$ cat config.mk
export PLATFORM = sky130hd
export DESIGN_NAME = drive_ctrl_fsm
export DESIGN_NICKNAME = d
export VERILOG_FILES = /design/src/rtl/drive_pkg.sv /design/src/rtl/turn_flasher.sv /design/src/rtl/drive_ctrl_fsm.sv
export SDC_FILE = /design/constraint.sdc
export NUM_CORES = 1
export LEC_CHECK = 0
export ABC_AREA = 1
export BUFFER_PORTS_ARGS = -buffer_cell sky130_fd_sc_hd__buf_2
export CAP_MARGIN = 20
export CORE_UTILIZATION = 60
export DETAILED_ROUTE_END_ITERATION = 10
export PLACE_DENSITY = 0.76
export SETUP_SLACK_MARGIN = 0.3
export SYNTH_ARGS = -nofsm -noshare
export SYNTH_HDL_FRONTEND = slang
export SYNTH_SLANG_ARGS = --single-unit
$ cat constraint.sdc
create_clock -name sys_clk -period 11.2 [get_ports sys_clk]
set_input_delay 1.12 -clock sys_clk [delete_from_list [all_inputs] [get_ports sys_clk]]
set_output_delay 1.12 -clock sys_clk [all_outputs]
set_load 0.05 [all_outputs]
$ cat src/rtl/drive_pkg.sv
`default_nettype none
// +---------------------------------------------------------------------------
// | drive_pkg : state codes and helpers shared by the manual-driving controller
// | Rev 1.0
// +---------------------------------------------------------------------------
package drive_pkg;

  localparam int c_state_w = 3;

  typedef enum logic [c_state_w-1:0] {
    ST_OFF       = 3'd0,
    ST_ON        = 3'd1,
    ST_NOT_START = 3'd2,
    ST_START     = 3'd3,
    ST_MOVING    = 3'd4
  } state_t;

  // States in which the gearbox is engaged and the reverse lamp follows the switch.
  function automatic logic is_drive_state(input state_t s);
    return (s == ST_START) || (s == ST_MOVING);
  endfunction

endpackage
`default_nettype wire

$ cat src/rtl/turn_flasher.sv
`default_nettype none
// +---------------------------------------------------------------------------
// | turn_flasher : half-period phase generator for one turn indicator
// | Rev 1.0
// +---------------------------------------------------------------------------
module turn_flasher #(
  parameter int FLASH_CYC = 50_000_000
) (
  input  logic sys_clk,
  input  logic rst,
  input  logic en,
  output logic led
);

  localparam int c_cnt_w = $clog2(FLASH_CYC + 1);
  localparam logic [c_cnt_w-1:0] c_cnt_last = c_cnt_w'(FLASH_CYC - 1);

  logic [c_cnt_w-1:0] r_cnt;
  logic               r_phase_off;

  // Idle holds the "on" phase so a newly seen signal lights immediately.
  always_ff @(posedge sys_clk or posedge rst) begin
    if (rst) begin
      r_cnt       <= '0;
      r_phase_off <= 1'b0;
    end else if (!en) begin
      r_cnt       <= '0;
      r_phase_off <= 1'b0;
    end else if (r_cnt == c_cnt_last) begin
      r_cnt       <= '0;
      r_phase_off <= ~r_phase_off;
    end else begin
      r_cnt <= r_cnt + 1'b1;
    end
  end

  assign led = ~r_phase_off;

endmodule
`default_nettype wire

$ cat src/rtl/drive_ctrl_fsm.sv
`default_nettype none
// +---------------------------------------------------------------------------
// | drive_ctrl_fsm : power-up / ignition / motion sequencer with indicators
// | and a moving-time odometer. Rev 1.0
// +---------------------------------------------------------------------------
module drive_ctrl_fsm
  import drive_pkg::*;
#(
  parameter int HOLD_CYC     = 100_000_000,
  parameter int FLASH_CYC    = 50_000_000,
  parameter int ODO_TICK_CYC = 100_000_000,
  parameter int ODO_W        = 16
) (
  input  logic                 sys_clk,
  input  logic                 rst,
  input  logic                 power_on_signal,
  input  logic                 power_off_signal,
  input  logic                 manual_driving_signal,
  input  logic                 throttle_signal,
  input  logic                 clutch_signal,
  input  logic                 brake_signal,
  input  logic                 reverse_signal,
  input  logic                 turn_left_signal,
  input  logic                 turn_right_signal,
  output logic [c_state_w-1:0] state_o,
  output logic                 move_forward,
  output logic                 move_backward,
  output logic                 turn_left,
  output logic                 turn_right,
  output logic                 left_turn_led,
  output logic                 right_turn_led,
  output logic                 reverse_led,
  output logic [ODO_W-1:0]     odometer,
  output logic                 reverse_fault
);

  localparam int c_hold_w = $clog2(HOLD_CYC + 1);
  localparam int c_tick_w = $clog2(ODO_TICK_CYC + 1);
  localparam logic [c_hold_w-1:0] c_hold_last = c_hold_w'(HOLD_CYC - 1);
  localparam logic [c_tick_w-1:0] c_tick_last = c_tick_w'(ODO_TICK_CYC - 1);

  state_t              r_state;
  state_t              w_next;
  logic                r_rev_q;
  logic [c_hold_w-1:0] r_hold_cnt;
  logic [c_tick_w-1:0] r_tick_cnt;
  logic [ODO_W-1:0]    r_odo;
  logic                r_fwd, r_bwd, r_tl, r_tr;
  logic                r_left_led, r_right_led, r_rev_led, r_fault;

  logic w_rev_chg, w_hold_done, w_fault, w_next_mov;
  logic w_flash_en_l, w_flash_en_r, w_phase_l, w_phase_r;

  // power_off outranks every other condition, including a reverse change in MOVING.
  always_comb begin
    w_rev_chg   = reverse_signal ^ r_rev_q;
    w_hold_done = power_on_signal & (r_hold_cnt == c_hold_last);
    w_next      = r_state;
    w_fault     = 1'b0;
    if (r_state != ST_OFF && power_off_signal) begin
      w_next = ST_OFF;
    end else begin
      case (r_state)
        ST_OFF: begin
          if (w_hold_done) w_next = ST_ON;
        end
        ST_ON: begin
          if (manual_driving_signal) w_next = ST_NOT_START;
        end
        ST_NOT_START: begin
          if (throttle_signal && !brake_signal) begin
            if (clutch_signal) w_next = ST_START;
            else               w_next = ST_OFF;
          end
        end
        ST_START: begin
          if (brake_signal)                          w_next = ST_NOT_START;
          else if (throttle_signal && !clutch_signal) w_next = ST_MOVING;
        end
        ST_MOVING: begin
          if (w_rev_chg && !clutch_signal) begin
            w_next  = ST_OFF;
            w_fault = 1'b1;
          end else if (brake_signal) begin
            w_next = ST_NOT_START;
          end else if (clutch_signal || !throttle_signal) begin
            w_next = ST_START;
          end
        end
        default: w_next = ST_OFF;
      endcase
    end
  end

  assign w_next_mov   = (w_next == ST_MOVING);
  assign w_flash_en_l = w_next_mov & turn_left_signal;
  assign w_flash_en_r = w_next_mov & turn_right_signal;

  turn_flasher #(.FLASH_CYC(FLASH_CYC)) u_flash_left (
    .sys_clk (sys_clk),
    .rst     (rst),
    .en      (w_flash_en_l),
    .led     (w_phase_l)
  );

  turn_flasher #(.FLASH_CYC(FLASH_CYC)) u_flash_right (
    .sys_clk (sys_clk),
    .rst     (rst),
    .en      (w_flash_en_r),
    .led     (w_phase_r)
  );

  // Outputs are taken from the next state so they move on the same edge as state_o.
  always_ff @(posedge sys_clk or posedge rst) begin
    if (rst) begin
      r_state     <= ST_OFF;
      r_rev_q     <= 1'b0;
      r_fwd       <= 1'b0;
      r_bwd       <= 1'b0;
      r_tl        <= 1'b0;
      r_tr        <= 1'b0;
      r_left_led  <= 1'b0;
      r_right_led <= 1'b0;
      r_rev_led   <= 1'b0;
      r_fault     <= 1'b0;
    end else begin
      r_state     <= w_next;
      r_rev_q     <= reverse_signal;
      r_fwd       <= w_next_mov & ~reverse_signal;
      r_bwd       <= w_next_mov & reverse_signal;
      r_tl        <= w_next_mov & turn_left_signal;
      r_tr        <= w_next_mov & turn_right_signal;
      r_left_led  <= (w_next == ST_NOT_START) | (w_flash_en_l & w_phase_l);
      r_right_led <= (w_next == ST_NOT_START) | (w_flash_en_r & w_phase_r);
      r_rev_led   <= reverse_signal & is_drive_state(w_next);
      r_fault     <= w_fault;
    end
  end

  always_ff @(posedge sys_clk or posedge rst) begin
    if (rst) begin
      r_hold_cnt <= '0;
      r_tick_cnt <= '0;
      r_odo      <= '0;
    end else begin
      if (r_state == ST_OFF && power_on_signal && !w_hold_done) begin
        r_hold_cnt <= r_hold_cnt + 1'b1;
      end else begin
        r_hold_cnt <= '0;
      end

      if (w_next == ST_OFF) begin
        r_tick_cnt <= '0;
        r_odo      <= '0;
      end else if (w_next_mov) begin
        if (r_tick_cnt == c_tick_last) begin
          r_tick_cnt <= '0;
          r_odo      <= r_odo + 1'b1;
        end else begin
          r_tick_cnt <= r_tick_cnt + 1'b1;
        end
      end
    end
  end

  assign state_o        = r_state;
  assign move_forward   = r_fwd;
  assign move_backward  = r_bwd;
  assign turn_left      = r_tl;
  assign turn_right     = r_tr;
  assign left_turn_led  = r_left_led;
  assign right_turn_led = r_right_led;
  assign reverse_led    = r_rev_led;
  assign odometer       = r_odo;
  assign reverse_fault  = r_fault;

endmodule
`default_nettype wire

# Word level (Yosys, flattened, before mapping)
# Cells that the tools add are included.
[totals]
regBits = 136
inputBits = 11
out_inout_bits = 27
word_cells = 96
[classes]
n_addsub = 5
eq_ne = 13
muxes = 29
n_bitwise = 14
n_reduce_logical = 18
[op_table]
columns = ["op", "n"]
rows = [
  ["$mux 27", 4],
  ["$mux 26", 4],
  ["$add 27x1->27 const B", 2],
  ["$eq 27x27->1 const B", 2],
  ["$add 26x1->26 const B", 2],
  ["$eq 26x26->1 const B", 2],
  ["$mux 16", 3],
  ["$mux 3", 9],
  ["$add 16x1->16 const B", 1],
  ["$pmux 3 s5", 1],
  ["$eq 3x2->1 const B", 4],
  ["$and 1x1->1", 8],
  ["$mux 1", 7],
  ["$eq 3x3->1 const B", 2],
  ["$logic_and 1x1->1", 6],
  ["$logic_not 3->1", 2],
  ["$logic_not 1->1", 4],
  ["$ne 2x2->1 const B", 2],
  ["$reduce_bool 2->1", 2],
  ["$eq 3x1->1 const B", 1],
  ["$not 1->1", 3],
  ["$reduce_bool 3->1", 1],
  ["$logic_or 1x1->1", 2],
  ["$mux 2", 1],
  ["3 further kinds", 4],
]

# Depth between registers and ports, before layout
# Gate-level depths: netlist of the first run.
[depth]
word_depth = 11
ltp_mapped = 12
depth_no_buf = 11

# Modules after synthesis
# A second synthesis of the first run with hierarchy kept.
[unflattened]
cells_unflattened = 1119
hier_area_um2 = 8176.6
[by_module_without_submodules]
columns = ["mod", "instances", "cells_per_inst", "area_per_inst_um2", "seq_area_each_um2"]
rows = [
  ["drive_ctrl_fsm", 1, 667, 4898.4, 2052.0],
  ["turn_flasher", 2, 226, 1639.1, 675.6],
]

# Worst setup path before layout of the first run
# No wires, ideal clock.
[synth_path]
kind = "in2reg"
from = "in throttle_signal"
to = "reg r_odo[2], in the netlist odometer[2]"
setup_ps = 120
t_arrival_ps = 2160
setup_slack_ps = 8920
path_stages = 12
n_path_buf = 1
cell_sequence = "inv_2 > nor2_4 > nand2_1 > nand2_1 > nor2_1 > nor2_1 > nand3_2 > nand2_1 > nand2_2 > buf_6 > o21ai_1 > nand2_1"
[synth_via]
elab_chain_cells = 10
[synth_lines]
columns = ["element", "line_no", "rtl"]
rows = [
  ["start, declared", "drive_ctrl_fsm.sv:19", "input logic throttle_signal,"],
  ["$logic_not 1->1", "drive_ctrl_fsm.sv:86", "end else if (clutch_signal || !throttle_signal) begin"],
  ["$logic_or 1x1->1", "drive_ctrl_fsm.sv:86", ""],
  ["$mux 3", "drive_ctrl_fsm.sv:86", ""],
  ["$mux 3", "drive_ctrl_fsm.sv:84", "end else if (brake_signal) begin"],
  ["$mux 3", "drive_ctrl_fsm.sv:81", "if (w_rev_chg && !clutch_signal) begin"],
  ["$pmux 3 s5 *", "drive_ctrl_fsm.sv:63", "case (r_state)"],
  ["$mux 3 *", "drive_ctrl_fsm.sv:60", "if (r_state != ST_OFF && power_off_signal) begin"],
  ["$eq 3x3->1 / $logic_not 3->1 (equally long branches)", "drive_ctrl_fsm.sv:95, drive_ctrl_fsm.sv:152", ""],
  ["$reduce_bool 2->1 (no source line)", "n/a", ""],
  ["$reduce_and 2->1 (no source line)", "n/a", ""],
  ["end signal, assigned", "drive_ctrl_fsm.sv:158", "r_odo <= r_odo + 1'b1;"],
  ["end, declared", "drive_ctrl_fsm.sv:47", "logic [ODO_W-1:0] r_odo;"],
]
# Every way passes the cells marked *; elsewhere a longest branch is shown, timed or not.
# A chain may end at the register's enable or synchronous reset.

# Final worst setup path of the first run
[layout_path]
from = "in reverse_signal"
to = "reg r_odo[8], in the netlist odometer[8]"
[layout_via]
elab_chain_cells = 8
[layout_lines]
columns = ["element", "line_no", "rtl"]
rows = [
  ["start, declared", "drive_ctrl_fsm.sv:22", "input logic reverse_signal,"],
  ["$xor 1x1->1 *", "drive_ctrl_fsm.sv:56", "w_rev_chg = reverse_signal ^ r_rev_q;"],
  ["$logic_and 1x1->1 *", "drive_ctrl_fsm.sv:81", ""],
  ["$mux 3 *", "drive_ctrl_fsm.sv:81", ""],
  ["$pmux 3 s5 *", "drive_ctrl_fsm.sv:63", ""],
  ["$mux 3 *", "drive_ctrl_fsm.sv:60", ""],
  ["$eq 3x3->1 / $logic_not 3->1 (equally long branches)", "drive_ctrl_fsm.sv:95, drive_ctrl_fsm.sv:152", ""],
  ["$reduce_bool 2->1 (no source line)", "n/a", ""],
  ["$reduce_and 2->1 (no source line)", "n/a", ""],
]
# Marks and branches as above.

==> impl_metrics.xml, run 1 <==
<?xml version="1.0" encoding="UTF-8"?>
<metrics>
  <group name="status">
    <metric name="run_status" unit="">finished, final reports clean</metric>
  </group>
  <group name="setup_path">
    <metric name="rr_worst_depth" unit="">10</metric>
    <metric name="crit_path_start_kind" unit="">primary input</metric>
    <metric name="worst-path-buf-inv" unit="">4</metric>
    <metric name="worst_ep_arrival_time" unit="ns">2.75</metric>
    <metric name="path_max_fanout" unit="">22</metric>
    <metric name="timing.critical_path.cells" unit="">buf_2, inv_2, nand2_1, nand3_1, nand2_1, nand2_2, nand4_4, inv_2, nand2_4, clkinv_4, nor2_8, o21ai_2</metric>
    <metric name="path_class" unit="">in2reg</metric>
    <metric name="setup_crit_end_kind" unit="">register</metric>
    <metric name="timing.critical_path.slowest_stage_cell" unit="">sky130_fd_sc_hd__inv_2</metric>
    <metric name="timing.critical_path.required" unit="ns">11.55</metric>
    <metric name="delay_of_the_slowest_cell_on_the_worst_path" unit="ns">0.41</metric>
    <metric name="timing.critical_path.max_delay_family" unit="">simple AND/OR/NAND/NOR gates</metric>
    <metric name="worstSetupPathDepth" unit="">12</metric>
  </group>
  <group name="cells_and_area">
    <metric name="final.fill_count" unit="">1066</metric>
    <metric name="area_used_by_multi_input_combinational_logic" unit="mm^2">0.00375</metric>
    <metric name="post_route_cells_drive_above_1_share" unit="">0.121</metric>
    <metric name="area.growth.synth_to_final" unit="%">12.0</metric>
    <metric name="final_cell_mix" unit="">sky130_fd_sc_hd__nand2_1, sky130_fd_sc_hd__nor2_1, sky130_fd_sc_hd__dfrtp_1, sky130_fd_sc_hd__inv_1, sky130_fd_sc_hd__nand3_1</metric>
    <metric name="instances_no_fill" unit="">1247</metric>
    <metric name="seqCellArea" unit="mm^2">0.00340</metric>
    <metric name="layout.core_utilization" unit="">0.690</metric>
    <metric name="final_net_count" unit="">1079</metric>
    <metric name="final_common_cell" unit="">sky130_fd_sc_hd__nand2_1</metric>
    <metric name="layout.cell_area.non_filler" unit="mm^2">0.00874</metric>
  </group>
  <group name="clocking">
    <metric name="clock_slew_seen_by_the_registers_of_the_worst_setup_and_hold_paths" unit="ns">0.06</metric>
    <metric name="cts.root.buffer_cell" unit="">sky130_fd_sc_hd__clkbuf_16</metric>
    <metric name="clock_tree.buffer_depth" unit="">2</metric>
    <metric name="clock_tree.htree_level_count" unit="">4</metric>
    <metric name="postCtsSetupRepairBufs" unit="">0</metric>
    <metric name="cts.sink_count" unit="">136</metric>
    <metric name="cts_tree" unit="">done</metric>
    <metric name="cts-resized-gates" unit="">0</metric>
    <metric name="total_clock_buffers_created_by_cts" unit="">17</metric>
    <metric name="number_of_buffers_inserted_for_hold_repair_after_clock_tree_synthesis" unit="">0</metric>
    <metric name="clk-insertion-delay-late" unit="ns">0.43</metric>
  </group>
  <group name="yosys">
    <metric name="yosys_most_used_dff" unit="">sky130_fd_sc_hd__dfrtp_1</metric>
    <metric name="async_flop_share" unit="">1.00</metric>
    <metric name="post_synth_inst_count" unit="">1022</metric>
    <metric name="synth_seq_area_share" unit="">0.436</metric>
    <metric name="synth.distinct_cells" unit="">40</metric>
    <metric name="synth.ff_latch_count" unit="">136</metric>
    <metric name="syn-mean-instance-area" unit="um^2">7.64</metric>
    <metric name="synth_fp_nets" unit="">1038</metric>
    <metric name="yosysWarningCount" unit="">0</metric>
    <metric name="synthesis.area" unit="mm^2">0.00780</metric>
    <metric name="synth-edff-count" unit="">0</metric>
  </group>
  <group name="placed_design">
    <metric name="finalWeightedCongestion" unit="">0.940</metric>
    <metric name="worst_case_setup_slack_after_placement" unit="ns">8.38</metric>
    <metric name="dpl.hpwl" unit="um">12000</metric>
    <metric name="placed_cell_area" unit="mm^2">0.00811</metric>
    <metric name="port-buffer-count" unit="">37</metric>
    <metric name="post-place-cells" unit="">1216</metric>
  </group>
  <group name="grt">
    <metric name="grt_max_degree" unit="">73</metric>
    <metric name="gr-usage-met2" unit="">0.451</metric>
    <metric name="grt_antenna_before_repair" unit="">1</metric>
    <metric name="busiest_layer" unit="">met2</metric>
    <metric name="grt_pass1_vias" unit="">6357</metric>
    <metric name="gr-usage-met1" unit="">0.355</metric>
    <metric name="wire_length_of_the_first_global_routing_pass" unit="um">28700</metric>
    <metric name="grt_util_all_layers" unit="">0.273</metric>
    <metric name="gr-total-overflow" unit="">0</metric>
    <metric name="global_route_met3_utilization" unit="">0.0560</metric>
  </group>
  <group name="timing">
    <metric name="rsz0062_at_grt" unit="">no</metric>
    <metric name="final_hold_vios" unit="">0</metric>
    <metric name="slew-limit-headroom" unit="">0.406</metric>
    <metric name="setup_tns" unit="ns">0</metric>
    <metric name="post-route-min-period" unit="ns">2.40</metric>
    <metric name="fmax" unit="GHz">0.417</metric>
    <metric name="hold_slack" unit="ns">0.471</metric>
    <metric name="finalMaxSlewViolations" unit="">0</metric>
    <metric name="setup-violations-final" unit="">0</metric>
    <metric name="tightestPinTransition" unit="ns">0.892</metric>
    <metric name="worst_clock_skew" unit="ns">0.00849</metric>
    <metric name="finalWorstSetupSlack" unit="ns">8.80</metric>
    <metric name="finalCritPeriodShare" unit="">0.214</metric>
  </group>
  <group name="floorplan">
    <metric name="die-area" unit="mm^2">0.0135</metric>
    <metric name="num_rows" unit="">41</metric>
    <metric name="floorplan.core_area" unit="mm^2">0.0127</metric>
    <metric name="io_pins" unit="">38</metric>
    <metric name="start_util" unit="">0.616</metric>
    <metric name="die_h" unit="um">116</metric>
    <metric name="die_width" unit="um">116</metric>
  </group>
  <group name="detailed_routing">
    <metric name="detailedRoute.firstPassIterationCount" unit="">5</metric>
    <metric name="drt-wirelength-per-cell" unit="um">13.6</metric>
    <metric name="drt_drc_violations_left" unit="">0</metric>
    <metric name="route.antenna.remaining_nets" unit="">0</metric>
    <metric name="drt_iter0_drc" unit="">574</metric>
    <metric name="vias_per_cell" unit="">5.38</metric>
    <metric name="postRouteWirelength" unit="um">17000</metric>
    <metric name="vias" unit="">6715</metric>
  </group>
  <group name="power">
    <metric name="cellLeakagePower" unit="nW">3.84</metric>
    <metric name="peak_vdd_ir" unit="V">0.000113</metric>
    <metric name="post-layout-total-power" unit="mW">1.27</metric>
    <metric name="p_per_area" unit="mW/mm^2">146</metric>
  </group>
  <group name="hold_path">
    <metric name="worstHoldPathType" unit="">reg2reg</metric>
    <metric name="worst_hold_path.num_cells" unit="">1</metric>
  </group>
  <group name="flow_run">
    <metric name="drv.max_cap_violation_count" unit="">0</metric>
  </group>
</metrics>
worst reg2reg max path: stages, from the launching register on:
cell,delay [ns]
sky130_fd_sc_hd__dfrtp_1,0.40
sky130_fd_sc_hd__ha_1,0.19
sky130_fd_sc_hd__nand2_1,0.09
sky130_fd_sc_hd__nor2_1,0.16
sky130_fd_sc_hd__nand2_2,0.14
sky130_fd_sc_hd__nor4_1,0.30
sky130_fd_sc_hd__nor2_1,0.07
sky130_fd_sc_hd__nand2_1,0.57
sky130_fd_sc_hd__inv_1,0.21
sky130_fd_sc_hd__nand2_1,0.11
sky130_fd_sc_hd__nor2_1,0.05
logic make-up after synthesis:
family / Yosys count / synth area share
compound gates: 70 / 0.0552
buf+inv: 156 / 0.0827
xor+xnor: 60 / 0.0673
fa+ha+maj: 5 / 0.00802
flops: 136 / 0.436
simple gates: 595 / 0.351
path summary, 6_finish.rpt:
path | startpoint | end | slack [ns]
worst min register to register | u_flash_left.r_cnt[0]$_DFF_PP0_ | u_flash_left.r_cnt[0]$_DFF_PP0_ | 0.47
worst max-delay path | reverse_signal | odometer[8]$_DFFE_PP0P_ | 8.80
max in group asynchronous | rst | r_tick_cnt[20]$_DFFE_PP0P_ | 9.12
worst min-delay path | u_flash_left.r_cnt[0]$_DFF_PP0_ | u_flash_left.r_cnt[0]$_DFF_PP0_ | 0.47
min in group asynchronous | rst | r_hold_cnt[6]$_DFF_PP0_ | 0.77
worst max register to register | r_hold_cnt[0]$_DFF_PP0_ | r_hold_cnt[18]$_DFF_PP0_ | 8.81
state kept, by name, summed over array words and instances, names as in the netlist, 3 cells and up:
signal,cells
r_tick_cnt,27
u_flash_right.r_cnt,26
u_flash_left.r_cnt,26
state_o,3
odometer,16
r_hold_cnt,27
where the power goes:
group / internal, mW / switching [mW]
combinational: 0.0303 / 0.126
sequential: 0.502 / 0.0107
clock: 0.403 / 0.202
total: 0.935 / 0.339
per-layer routing:
metal / up-vias / routed length [um] / share of wire
li1: 3382 / - / -
met1: 3144 / 7850 / 0.46
met2: 159 / 8140 / 0.48
met3: 30 / 693 / 0.041
met4: 0 / 325 / 0.019
met5: - / 0 / 0
layout make-up:
type,instances,area share
inverter,139,0.0608
tap,172,0.0246
clock buffer,21,0.0527
timing repair buffer,39,0.0229
antenna,1,0.000286
multi-input combinational,730,0.430
clock inverter,9,0.0198
sequential,136,0.389
synthesized netlist by cell type, types with 2 or more instances:
| master | instances | area share |
|---|---|---|
| sky130_fd_sc_hd__nand3b_1 | 4 | 0.0038 |
| sky130_fd_sc_hd__buf_6 | 2 | 0.0029 |
| sky130_fd_sc_hd__buf_2 | 8 | 0.0051 |
| sky130_fd_sc_hd__o21ai_0 | 14 | 0.0090 |
| sky130_fd_sc_hd__nor3b_2 | 2 | 0.0032 |
| sky130_fd_sc_hd__buf_4 | 5 | 0.0048 |
| sky130_fd_sc_hd__nand2_1 | 207 | 0.10 |
| sky130_fd_sc_hd__nor4_1 | 18 | 0.014 |
| sky130_fd_sc_hd__o22ai_1 | 8 | 0.0064 |
| sky130_fd_sc_hd__ha_1 | 5 | 0.0080 |
| sky130_fd_sc_hd__xor2_1 | 53 | 0.059 |
| sky130_fd_sc_hd__a211oi_2 | 3 | 0.0048 |
| sky130_fd_sc_hd__nand3_1 | 77 | 0.049 |
| sky130_fd_sc_hd__dfrtp_1 | 136 | 0.44 |
| sky130_fd_sc_hd__nor2_1 | 179 | 0.086 |
| sky130_fd_sc_hd__nor3_2 | 4 | 0.0051 |
| sky130_fd_sc_hd__nor2_4 | 3 | 0.0043 |
| sky130_fd_sc_hd__or2_2 | 2 | 0.0016 |
| sky130_fd_sc_hd__nor3_1 | 36 | 0.023 |
| sky130_fd_sc_hd__nand4_1 | 36 | 0.029 |
| sky130_fd_sc_hd__xnor2_1 | 7 | 0.0079 |
| sky130_fd_sc_hd__o21ai_2 | 10 | 0.011 |
| sky130_fd_sc_hd__nand4_4 | 2 | 0.0055 |
| sky130_fd_sc_hd__o21ai_1 | 19 | 0.012 |
| sky130_fd_sc_hd__nor3b_1 | 6 | 0.0058 |
| sky130_fd_sc_hd__a21oi_1 | 13 | 0.0083 |
| sky130_fd_sc_hd__inv_1 | 123 | 0.059 |
| sky130_fd_sc_hd__inv_2 | 15 | 0.0072 |
| sky130_fd_sc_hd__nand2_2 | 8 | 0.0064 |
| sky130_fd_sc_hd__nor2_2 | 6 | 0.0048 |
| sky130_fd_sc_hd__nand3_2 | 2 | 0.0026 |
Power figures use the tool's default switching activity.
==> run 2: changes to the inputs <==
- CORE_UTILIZATION: 60 -> 56
- PLACE_DENSITY: 0.76 -> 0.75
- clock period: 11.2 -> 2 ns (I/O delays scaled with it)
==> impl_metrics.xml, run 2 (synthesis gave the netlist of run 1 again) <==
<?xml version="1.0" encoding="UTF-8"?>
<metrics>
  <group name="setup_path">
    <metric name="setup_crit_end_kind" unit="">register</metric>
    <metric name="worst_setup_path_startpoint" unit="">r_hold_cnt[0]$_DFF_PP0_</metric>
    <metric name="r2r-start" unit="">r_hold_cnt[0]$_DFF_PP0_</metric>
    <metric name="timing.critical_path.required" unit="ns">2.31</metric>
    <metric name="worst_ep_arrival_time" unit="ns">2.24</metric>
    <metric name="crit_path_start_kind" unit="">register</metric>
    <metric name="path_class" unit="">reg2reg</metric>
    <metric name="worst_setup_path_endpoint" unit="">r_hold_cnt[26]$_DFF_PP0_</metric>
    <metric name="rr_worst_depth" unit="">11</metric>
    <metric name="critical_path.reg2reg.endpoint" unit="">r_hold_cnt[26]$_DFF_PP0_</metric>
    <metric name="regToRegSetupSlack" unit="ns">0.07</metric>
    <metric name="path_max_fanout" unit="">4</metric>
  </group>
  <group name="cells_and_area">
    <metric name="final.fill_count" unit="">830</metric>
    <metric name="layout.core_utilization" unit="">0.786</metric>
    <metric name="largestRegisters" unit="">r_hold_cnt x27, r_tick_cnt x27</metric>
    <metric name="final_cell_mix" unit="">sky130_fd_sc_hd__nand2_1, sky130_fd_sc_hd__dfrtp_1, sky130_fd_sc_hd__nor2_1, sky130_fd_sc_hd__inv_1, sky130_fd_sc_hd__buf_4</metric>
    <metric name="diodes" unit="">0</metric>
    <metric name="post_route_cells_drive_above_1_share" unit="">0.319</metric>
    <metric name="final_common_cell" unit="">sky130_fd_sc_hd__nand2_1</metric>
    <metric name="area.growth.synth_to_final" unit="%">34.9</metric>
    <metric name="final_net_count" unit="">1177</metric>
    <metric name="instances_no_fill" unit="">1350</metric>
  </group>
  <group name="clocking">
    <metric name="clk-insertion-delay-late" unit="ns">0.45</metric>
    <metric name="clock_slew_seen_by_the_registers_of_the_worst_setup_and_hold_paths" unit="ns">0.06</metric>
    <metric name="total_clock_buffers_created_by_cts" unit="">17</metric>
    <metric name="cts.root.buffer_cell" unit="">sky130_fd_sc_hd__clkbuf_16</metric>
    <metric name="clock_tree.htree_level_count" unit="">4</metric>
    <metric name="cts_tree" unit="">done</metric>
    <metric name="cts.sink_count" unit="">136</metric>
    <metric name="clock_tree.buffer_depth" unit="">2</metric>
  </group>
  <group name="timing">
    <metric name="setup_tns" unit="ns">0</metric>
    <metric name="tightestPinTransition" unit="ns">0.609</metric>
    <metric name="slew-limit-headroom" unit="">0.593</metric>
    <metric name="final_hold_vios" unit="">0</metric>
    <metric name="rsz0062_at_grt" unit="">yes</metric>
    <metric name="finalMaxSlewViolations" unit="">0</metric>
    <metric name="finalWorstSetupSlack" unit="ns">0.0684</metric>
    <metric name="setup-violations-final" unit="">0</metric>
    <metric name="post-route-min-period" unit="ns">1.93</metric>
    <metric name="hold_slack" unit="ns">0.00734</metric>
    <metric name="finalCritPeriodShare" unit="">0.966</metric>
    <metric name="worst_clock_skew" unit="ns">0.0146</metric>
    <metric name="fmax" unit="GHz">0.518</metric>
  </group>
  <group name="power">
    <metric name="cellLeakagePower" unit="nW">4.60</metric>
    <metric name="p_per_area" unit="mW/mm^2">784</metric>
    <metric name="peak_vdd_ir" unit="V">0.000696</metric>
  </group>
  <group name="floorplan">
    <metric name="start_util" unit="">0.582</metric>
    <metric name="die_h" unit="um">120</metric>
    <metric name="die_width" unit="um">120</metric>
    <metric name="die-area" unit="mm^2">0.0144</metric>
    <metric name="floorplan.core_area" unit="mm^2">0.0134</metric>
    <metric name="num_rows" unit="">42</metric>
    <metric name="io_pins" unit="">38</metric>
  </group>
  <group name="detailed_routing">
    <metric name="drt-wirelength-per-cell" unit="um">18.1</metric>
    <metric name="detailedRoute.firstPassIterationCount" unit="">6</metric>
    <metric name="route.antenna.remaining_nets" unit="">0</metric>
    <metric name="drt_drc_violations_left" unit="">0</metric>
    <metric name="vias" unit="">7910</metric>
    <metric name="vias_per_cell" unit="">5.86</metric>
    <metric name="drt_iter0_drc" unit="">862</metric>
    <metric name="postRouteWirelength" unit="um">24500</metric>
  </group>
  <group name="grt">
    <metric name="gr-total-overflow" unit="">0</metric>
    <metric name="grt_max_degree" unit="">55</metric>
    <metric name="grt_antenna_before_repair" unit="">0</metric>
    <metric name="grt_util_all_layers" unit="">0.306</metric>
    <metric name="grt_pass1_vias" unit="">7190</metric>
    <metric name="wire_length_of_the_first_global_routing_pass" unit="um">34500</metric>
  </group>
  <group name="placed_design">
    <metric name="dpl.hpwl" unit="um">12700</metric>
    <metric name="worst_case_setup_slack_after_placement" unit="ns">0.0445</metric>
    <metric name="post-place-cells" unit="">1235</metric>
    <metric name="port-buffer-count" unit="">37</metric>
    <metric name="finalWeightedCongestion" unit="">0.944</metric>
  </group>
  <group name="flow_run">
    <metric name="drv.max_cap_violation_count" unit="">0</metric>
  </group>
  <group name="status">
    <metric name="run_status" unit="">finished, final reports clean</metric>
  </group>
  <group name="hold_path">
    <metric name="worstHoldPathType" unit="">in2reg</metric>
  </group>
</metrics>
## run 2: changes by cell type in the layout (fill, tap and decap cells not counted), moves of 10 or more
| cell | delta |
|---|---|
| sky130_fd_sc_hd__buf_6 | +13 |
| sky130_fd_sc_hd__buf_4 | +60 |
| sky130_fd_sc_hd__nor2_2 | +34 |
| sky130_fd_sc_hd__nand2_1 | -18 |
| sky130_fd_sc_hd__nor2_4 | +18 |
| sky130_fd_sc_hd__inv_1 | -11 |
| sky130_fd_sc_hd__inv_2 | +10 |
| sky130_fd_sc_hd__nand3_2 | +16 |
| sky130_fd_sc_hd__nand3_1 | -19 |
| sky130_fd_sc_hd__nor2_1 | -51 |
| sky130_fd_sc_hd__buf_12 | +11 |
## run 2: per-layer routing
layer  part of all wire  global-route usage  up-vias
met3              0.072              0.0599      132
met2               0.49               0.514      434
met4              0.051               0.127        0
met5                  0                   0        -
li1                   -                   -     3579
met1               0.38               0.383     3765
## run 2: final cells by class
cell class	count	area (um^2)	share of cell area
Clock buffer	18	439	0.0417
Clock inverter	14	126	0.0120
Inverter	139	533	0.0506
Multi-Input combinational cell	732	4510	0.428
Sequential cell	136	3410	0.324
Tap cell	176	220	0.0209
Timing Repair Buffer	135	1290	0.123
## run 2: timing repair
item                                    CTS  global route
cloned                                    9             3
hold buffers                              2             0
endpoints found under the hold margin    24             0
gates resized for setup                  67           148
endpoints found under the setup margin  108           121
pin swaps                                36            56
buffers inserted                         34            35
## run 2: critical path, stage by stage, from the launching register on
cell                      delay (ns)
sky130_fd_sc_hd__dfrtp_1        0.36
sky130_fd_sc_hd__ha_2           0.19
sky130_fd_sc_hd__nand2_2        0.08
sky130_fd_sc_hd__nor2_4         0.10
sky130_fd_sc_hd__nand2_2        0.07
sky130_fd_sc_hd__buf_4          0.16
sky130_fd_sc_hd__buf_6          0.13
sky130_fd_sc_hd__nor2_4         0.12
sky130_fd_sc_hd__buf_6          0.13
sky130_fd_sc_hd__nand4_1        0.10
sky130_fd_sc_hd__xor2_1         0.25
sky130_fd_sc_hd__nor2_1         0.11
## run 2: worst min path at each step
stage	end	depth (start not counted)	start
floorplan	r_rev_q$_DFF_PP0_	0	reverse_signal
detailed placement	r_hold_cnt[5]$_DFF_PP0_	2	rst
global route	reverse_fault$_DFF_PP0_	2	power_off_signal
CTS	move_backward$_DFF_PP0_	3	reverse_signal
finish	reverse_fault$_DFF_PP0_	2	power_off_signal
global placement	r_hold_cnt[5]$_DFF_PP0_	2	rst
## run 2: power breakdown
| part | switching (mW) | internal, mW | leakage (nW) | total, mW |
|---|---|---|---|---|
| Sequential | 0.0494 | 2.81 | 1.89 | 2.86 |
| Clock | 1.32 | 1.74 | 0.265 | 3.06 |
| Combinational | 1.25 | 1.07 | 2.45 | 2.33 |
| Total | 2.62 | 5.63 | 4.60 | 8.25 |
## run 2: stage by stage
stage	total power, mW	area (um^2)
final	8.25	10500
after global routing	8.46	10500
after floorplan	3.71	7810
after detailed placement	3.90	8310
after CTS	7.93	9630
after global placement	3.89	8310
